--- src/rtl/counter_run_ctrl_if.sv ---
// Request/grant bundle between counting requesters and counter_run_ctrl.
// Latency: n/a (wires only). Backpressure: requesters hold req until their done pulse.
// Master drives requests, limits and hold; slave returns grant, status and done.
interface counter_run_ctrl_if #(
  parameter int WIDTH = 8
);
  logic [1:0]       req;
  logic [WIDTH-1:0] lim0;
  logic [WIDTH-1:0] lim1;
  logic             hold;
  logic [1:0]       gnt;
  logic             busy;
  logic [WIDTH-1:0] count;
  logic             tc;
  logic [1:0]       done;

  modport master (
    output req, lim0, lim1, hold,
    input  gnt, busy, count, tc, done
  );

  modport slave (
    input  req, lim0, lim1, hold,
    output gnt, busy, count, tc, done
  );
endinterface

--- src/rtl/counter_run_ctrl.sv ---
// Run controller + 2-way round-robin arbiter; counts 0..limit of the granted requester.
// Latency: grant 1 edge after req, done L+2 edges (L*PRESCALE+2 with COUNTER_RUN_CTRL_PRESCALE_EN).
// Backpressure: hold freezes the run (count, prescaler and terminal exit); all outputs registered.
module counter_run_ctrl #(
  parameter int WIDTH    = 8,
  parameter int PRESCALE = 4
) (
  input  logic               clk,
  input  logic               reset,
  counter_run_ctrl_if.slave  bus
);

  typedef enum logic [1:0] {
    S_IDLE = 2'd0,
    S_RUN  = 2'd1,
    S_DONE = 2'd2
  } state_t;

  state_t           r_state;
  state_t           w_state_nxt;
  logic [WIDTH-1:0] r_count;
  logic [WIDTH-1:0] w_count_nxt;
  logic [WIDTH-1:0] r_lim;
  logic [WIDTH-1:0] w_lim_nxt;
  logic [1:0]       r_gnt;
  logic [1:0]       w_gnt_nxt;
  logic             r_last;
  logic             w_last_nxt;
  logic             r_tc;
  logic             r_busy;
  logic [1:0]       r_done;
  logic             w_win;
  logic             w_tick;

  // Winner index: under contention the requester not granted last time.
  assign w_win = (bus.req == 2'b11) ? ~r_last : bus.req[1];

`ifdef COUNTER_RUN_CTRL_PRESCALE_EN
  localparam int PW = (PRESCALE > 1) ? $clog2(PRESCALE) : 1;
  localparam logic [PW-1:0] PRE_MAX = PW'(PRESCALE - 1);

  logic [PW-1:0] r_pre;

  assign w_tick = (r_pre == PRE_MAX);

  // Held at zero outside RUN, so every run starts with a fresh prescale period.
  always_ff @(posedge clk) begin
    if (reset) begin
      r_pre <= '0;
    end else if (r_state != S_RUN) begin
      r_pre <= '0;
    end else if (!bus.hold) begin
      r_pre <= w_tick ? '0 : r_pre + PW'(1);
    end
  end
`else
  logic w_unused_prescale;

  assign w_unused_prescale = ^PRESCALE;
  assign w_tick            = 1'b1;
`endif

  always_comb begin
    w_state_nxt = r_state;
    w_count_nxt = r_count;
    w_lim_nxt   = r_lim;
    w_gnt_nxt   = r_gnt;
    w_last_nxt  = r_last;
    case (r_state)
      S_IDLE: begin
        w_count_nxt = '0;
        w_gnt_nxt   = 2'b00;
        if (|bus.req) begin
          w_state_nxt = S_RUN;
          w_lim_nxt   = w_win ? bus.lim1 : bus.lim0;
          w_gnt_nxt   = w_win ? 2'b10 : 2'b01;
          w_last_nxt  = w_win;
        end
      end
      S_RUN: begin
        // Terminal compare wins over the tick, so the count never passes the limit.
        if (!bus.hold) begin
          if (r_count == r_lim) begin
            w_state_nxt = S_DONE;
          end else if (w_tick) begin
            w_count_nxt = r_count + WIDTH'(1);
          end
        end
      end
      S_DONE: begin
        w_state_nxt = S_IDLE;
        w_count_nxt = '0;
        w_gnt_nxt   = 2'b00;
      end
      default: begin
        w_state_nxt = S_IDLE;
        w_count_nxt = '0;
        w_gnt_nxt   = 2'b00;
      end
    endcase
  end

  // Status flags are computed from next-state values so they are flops, not decodes.
  always_ff @(posedge clk) begin
    if (reset) begin
      r_state <= S_IDLE;
      r_count <= '0;
      r_lim   <= '0;
      r_gnt   <= 2'b00;
      r_last  <= 1'b1;
      r_tc    <= 1'b0;
      r_busy  <= 1'b0;
      r_done  <= 2'b00;
    end else begin
      r_state <= w_state_nxt;
      r_count <= w_count_nxt;
      r_lim   <= w_lim_nxt;
      r_gnt   <= w_gnt_nxt;
      r_last  <= w_last_nxt;
      r_tc    <= (w_state_nxt == S_RUN) && (w_count_nxt == w_lim_nxt);
      r_busy  <= (w_state_nxt == S_RUN) || (w_state_nxt == S_DONE);
      r_done  <= (w_state_nxt == S_DONE) ? w_gnt_nxt : 2'b00;
    end
  end

  assign bus.gnt   = r_gnt;
  assign bus.busy  = r_busy;
  assign bus.count = r_count;
  assign bus.tc    = r_tc;
  assign bus.done  = r_done;

endmodule

--- src/flat_wrapper.sv ---
// flat-port wrapper written by rule: the top's interface ports become plain ports
module counter_run_ctrl_flat 
#(
  parameter int WIDTH    = 8,
  parameter int PRESCALE = 4
)
  (clk, reset, bus_req, bus_lim0, bus_lim1, bus_hold, bus_gnt, bus_busy, bus_count, bus_tc, bus_done);
  counter_run_ctrl_if #(.WIDTH(WIDTH)) bus_i ();
  input  logic clk;
  input  logic reset;
  input wire logic [$bits(bus_i.req)-1:0] bus_req;
  input wire logic [$bits(bus_i.lim0)-1:0] bus_lim0;
  input wire logic [$bits(bus_i.lim1)-1:0] bus_lim1;
  input wire logic [$bits(bus_i.hold)-1:0] bus_hold;
  output wire logic [$bits(bus_i.gnt)-1:0] bus_gnt;
  output wire logic [$bits(bus_i.busy)-1:0] bus_busy;
  output wire logic [$bits(bus_i.count)-1:0] bus_count;
  output wire logic [$bits(bus_i.tc)-1:0] bus_tc;
  output wire logic [$bits(bus_i.done)-1:0] bus_done;
  assign bus_i.req = bus_req;
  assign bus_i.lim0 = bus_lim0;
  assign bus_i.lim1 = bus_lim1;
  assign bus_i.hold = bus_hold;
  assign bus_gnt = bus_i.gnt;
  assign bus_busy = bus_i.busy;
  assign bus_count = bus_i.count;
  assign bus_tc = bus_i.tc;
  assign bus_done = bus_i.done;
  counter_run_ctrl #(.WIDTH(WIDTH), .PRESCALE(PRESCALE)) u_core (.clk(clk), .reset(reset), .bus(bus_i));
endmodule
--- config.mk ---
export PLATFORM = sky130hd
export DESIGN_NAME = counter_run_ctrl_flat
export DESIGN_NICKNAME = d
export VERILOG_FILES = /design/src/rtl/counter_run_ctrl_if.sv /design/src/rtl/counter_run_ctrl.sv /design/src/flat_wrapper.sv
export SDC_FILE = /design/constraint.sdc
export NUM_CORES = 1
export LEC_CHECK = 0
export BUFFER_PORTS_ARGS = -buffer_cell sky130_fd_sc_hd__buf_4
export CAP_MARGIN = 10
export CELL_PAD_IN_SITES_DETAIL_PLACEMENT = 1
export CELL_PAD_IN_SITES_GLOBAL_PLACEMENT = 2
export CORE_ASPECT_RATIO = 1.2
export CORE_MARGIN = 3
export CORE_UTILIZATION = 31
export CTS_CLUSTER_SIZE = 8
export DETAILED_ROUTE_END_ITERATION = 6
export PLACE_DENSITY = 0.88
export SLEW_MARGIN = 0
export SYNTH_ARGS = -nofsm -noshare
export SYNTH_HDL_FRONTEND = slang
export SYNTH_SLANG_ARGS = --single-unit
--- constraint.sdc ---
create_clock -name clk -period 3.2 [get_ports clk]
set_clock_uncertainty 0.2 [all_clocks]
set_input_delay 0.48 -clock clk [delete_from_list [all_inputs] [get_ports clk]]
set_output_delay 0.48 -clock clk [all_outputs]
set_load 0.02 [all_outputs]
==> reports/qor.txt <==
Outcome -> finished, final reports clean
Largest net degree at the start of global routing -> 15
Synthesized area -> 1430 sq um
Reg2reg setup slack -> 0.53 ns
Number of diodes -> 0
Post-placement cell count -> 247
Post-DP HPWL -> 3.18 mm
Sequential power share -> 45.2%
Syn-to-layout area delta -> 25.2%
CTS max path bufs -> 2
CTS resizes -> 0
Per-cell routed wire length -> 15.5 um
Worst-Skew Late Latency -> 0.27 ns
Arr. time, crit path -> 2.66 ns
Hold Crit Start -> reset
Switching Fraction -> 32.2%
Core region area -> 4360 sq um
DRC errors left -> 0
# IOs -> 35
Psw -> 0.000248 W
Clk pwr share -> 25.3%
Setup violations, final -> 0
Vias -> 1277
Syn Area/Cell -> 8.92 sq um
Max-slew violations -> 0
Setup CP Type -> reg2reg
Hold_buf cts -> 0
CTS H-tree depth -> 1
Yosys cell types -> 38
DRT iter0 DRCs -> 44
Clock slew at reported path FFs -> 0.09 ns
F_max -> 375 MHz
Routed Antenna Nets -> 0
Port Buffer Count -> 34
Comb pwr share -> 29.6%
Syn_nets -> 184
Fraction of layout cells with a size suffix above 1 -> 26.2%
Initial Utilization -> 32.7%
Slew margin rel. -> 56.8%
Inserted Clock Buffers -> 3
R2r startpoint -> u_core.r_state[0]$_SDFF_PP0_
CTS Sinks -> 25
Root Buffer -> clkbuf_8
Period Utilization, post-route -> 83.3%
Hold Path Stages -> 2
Setup bufs post-CTS -> 0
Die area -> 5460 sq um
GPL Wtd Cong -> 0.801
Antenna violations before repair -> 0
Die W -> 68.0 um
First-pass GRT wire length -> 6.33 mm
Final cell count without fillers -> 251
Final Critical Period -> 2.67 ns
Unrepaired setup endpoints after global routing -> no
Worst Tran Pin Value -> 0.648 ns
CTS tree -> yes
Syn. warnings -> 0
Setup TNS -> 0 ns
GRT overflow -> 0
Hold slack -> 0.295 ns
Lkg Pwr -> 0.753 nW
Routed wire length -> 3.90 mm
Crit-path max FO -> 13
1st-pass router iterations -> 4
Final #Nets -> 220
Cells after Synth -> 160
Crit end category -> flip-flop
Vias/cell -> 5.09
Gr usage total -> 15.3%
R2r endpoint -> u_core.bus.tc$_SDFF_PP0_
Site Rows -> 26
Int Power -> 0.000522 W
Final Hold Fails -> 0
Vias in the first global route -> 1352
# Max-Cap Violations -> 0
Synth Register Bits -> 25
Min-Delay Endpoint -> u_core.bus.busy$_SDFF_PP0_
Startpoint Class -> flip-flop
Overall power -> 0.000770 W
Sequential fraction of the synthesis area -> 35.1%
R2r worst-path depth -> 7
Die height -> 80.3 um
Hold Path Class -> in2reg
Maximum VDD drop -> 0.299 mV
Pwr per Cell Area -> 431 nW/um^2
CP Data Required Time -> 3.19 ns
state kept, by name, summed over array words and instances (netlist names):
register          count
u_core.bus.done       2
u_core.bus.count      8
u_core.bus.tc         1
u_core.bus.busy       1
u_core.r_state        2
u_core.bus.gnt        2
u_core.r_last         1
u_core.r_lim          8
layout make-up:
cell class	count	area, sq um
tap	56	70.1
fill	535	2570
timing repair buffer	34	255
clock buffer	3	41.3
inverter	4	15.0
clock inverter	1	5.00
multi-input combinational	128	900
sequential	25	500
cells in the final DEF (no fill, tap or decap), types with 4 or more instances in the layout:
cell type / synthesis / layout
mux2_2: 4 / 4
nor3_1: 6 / 6
nand2_1: 16 / 16
dfxtp_1: 25 / 25
buf_4: 0 / 34
o21ai_0: 4 / 4
mux2i_1: 8 / 8
and2_1: 4 / 4
xnor2_1: 14 / 14
nor2_1: 25 / 25
a21oi_1: 5 / 5
inv_1: 4 / 4
nand3_1: 4 / 4
critical path: stages (launching register included):
cell and delay (ns):
dfxtp_1 0.37, nor2_1 0.19, o21a_1 0.58, mux2i_4 0.39
xnor3_1 0.35, nor4_2 0.15, a211oi_1 0.09, nor4_2 0.25
worst max-delay path by stage:
stage                                               from                       end  slack, ns
after global placement                        bus_req[0]  u_core.bus.tc$_SDFF_PP0_       0.51
after CTS                   u_core.r_state[0]$_SDFF_PP0_  u_core.bus.tc$_SDFF_PP0_       0.49
final                       u_core.r_state[0]$_SDFF_PP0_  u_core.bus.tc$_SDFF_PP0_       0.53
after detailed placement                      bus_req[0]  u_core.bus.tc$_SDFF_PP0_       0.41
after floorplan           u_core.bus.count[0]$_SDFF_PP0_  u_core.bus.tc$_SDFF_PP0_       0.78
after global routing        u_core.r_state[0]$_SDFF_PP0_  u_core.bus.tc$_SDFF_PP0_       0.32
power groups by stage:
stage / clock, W / sequential (W) / combinational [W]
after floorplan: 0 / 0.000357 / 0.000158
after global placement: 0 / 0.000354 / 0.000220
after detailed placement: 0 / 0.000355 / 0.000229
after CTS: 0.000198 / 0.000348 / 0.000230
after global routing: 0.000212 / 0.000351 / 0.000251
final: 0.000195 / 0.000348 / 0.000227
layer usage:
metal | up-vias | GRT usage [%] | share of wire (%)
li1 | 625 | - | -
met1 | 633 | 17.6 | 42
met2 | 14 | 28.6 | 55
met4 | 0 | 4.17 | 1.1
met3 | 5 | 1.96 | 1.8
met5 | - | 0 | 0
synthesized netlist by cell type:
| cell type | count | area (sq um) |
|---|---|---|
| and2_1 | 4 | 25.0 |
| nand2_1 | 16 | 60.1 |
| nor4_1 | 1 | 6.26 |
| a21oi_1 | 5 | 25.0 |
| buf_2 | 1 | 5.00 |
| nor4_2 | 2 | 25.0 |
| o2111a_1 | 1 | 11.3 |
| ha_1 | 3 | 37.5 |
| xor2_1 | 3 | 26.3 |
| o21ai_0 | 4 | 20.0 |
| nor2_1 | 25 | 93.8 |
| nand3_1 | 4 | 20.0 |
| a31o_2 | 1 | 8.76 |
| a31oi_1 | 1 | 6.26 |
| nor3_1 | 6 | 30.0 |
| mux2i_4 | 1 | 22.5 |
| inv_1 | 4 | 15.0 |
| clkbuf_1 | 2 | 7.51 |
| xnor3_1 | 2 | 45.0 |
| a211oi_1 | 2 | 15.0 |
| a22oi_1 | 1 | 7.51 |
| a211oi_2 | 1 | 12.5 |
| o21a_1 | 2 | 15.0 |
| dfxtp_1 | 25 | 500 |
| nor2b_1 | 3 | 18.8 |
| mux2_1 | 1 | 11.3 |
| o211ai_1 | 2 | 15.0 |
| nand2b_1 | 2 | 12.5 |
| or3_1 | 1 | 6.26 |
| xnor2_1 | 14 | 123 |
| nand4_1 | 2 | 12.5 |
| and4_4 | 2 | 22.5 |
| a2bb2oi_1 | 1 | 8.76 |
| mux2i_1 | 8 | 80.1 |
| mux2_4 | 1 | 15.0 |
| a21boi_2 | 1 | 11.3 |
| o21ai_1 | 1 | 5.00 |
| mux2_2 | 4 | 45.0 |
through the flow:
step | cell area (sq um) | utilization (%) | worst slack (ns)
after detailed placement | 1740 | 39.9 | 0.408
after global routing | 1790 | 41.0 | 0.317
after CTS | 1790 | 41.0 | 0.486
final | 1790 | 41.0 | 0.533
after floorplan | 1430 | - | 0.780
after global placement | 1740 | 39.9 | 0.515
cells by family after synthesis:
kind of cell / after synthesis / synth area share, %
compound gates: 23 / 11.3
xor+xnor: 19 / 13.6
fa+ha+maj: 3 / 2.63
buf+inv: 7 / 1.93
flops: 25 / 35.1
mux: 15 / 12.2
simple gates: 68 / 23.3
Power figures use the tool's default switching activity.
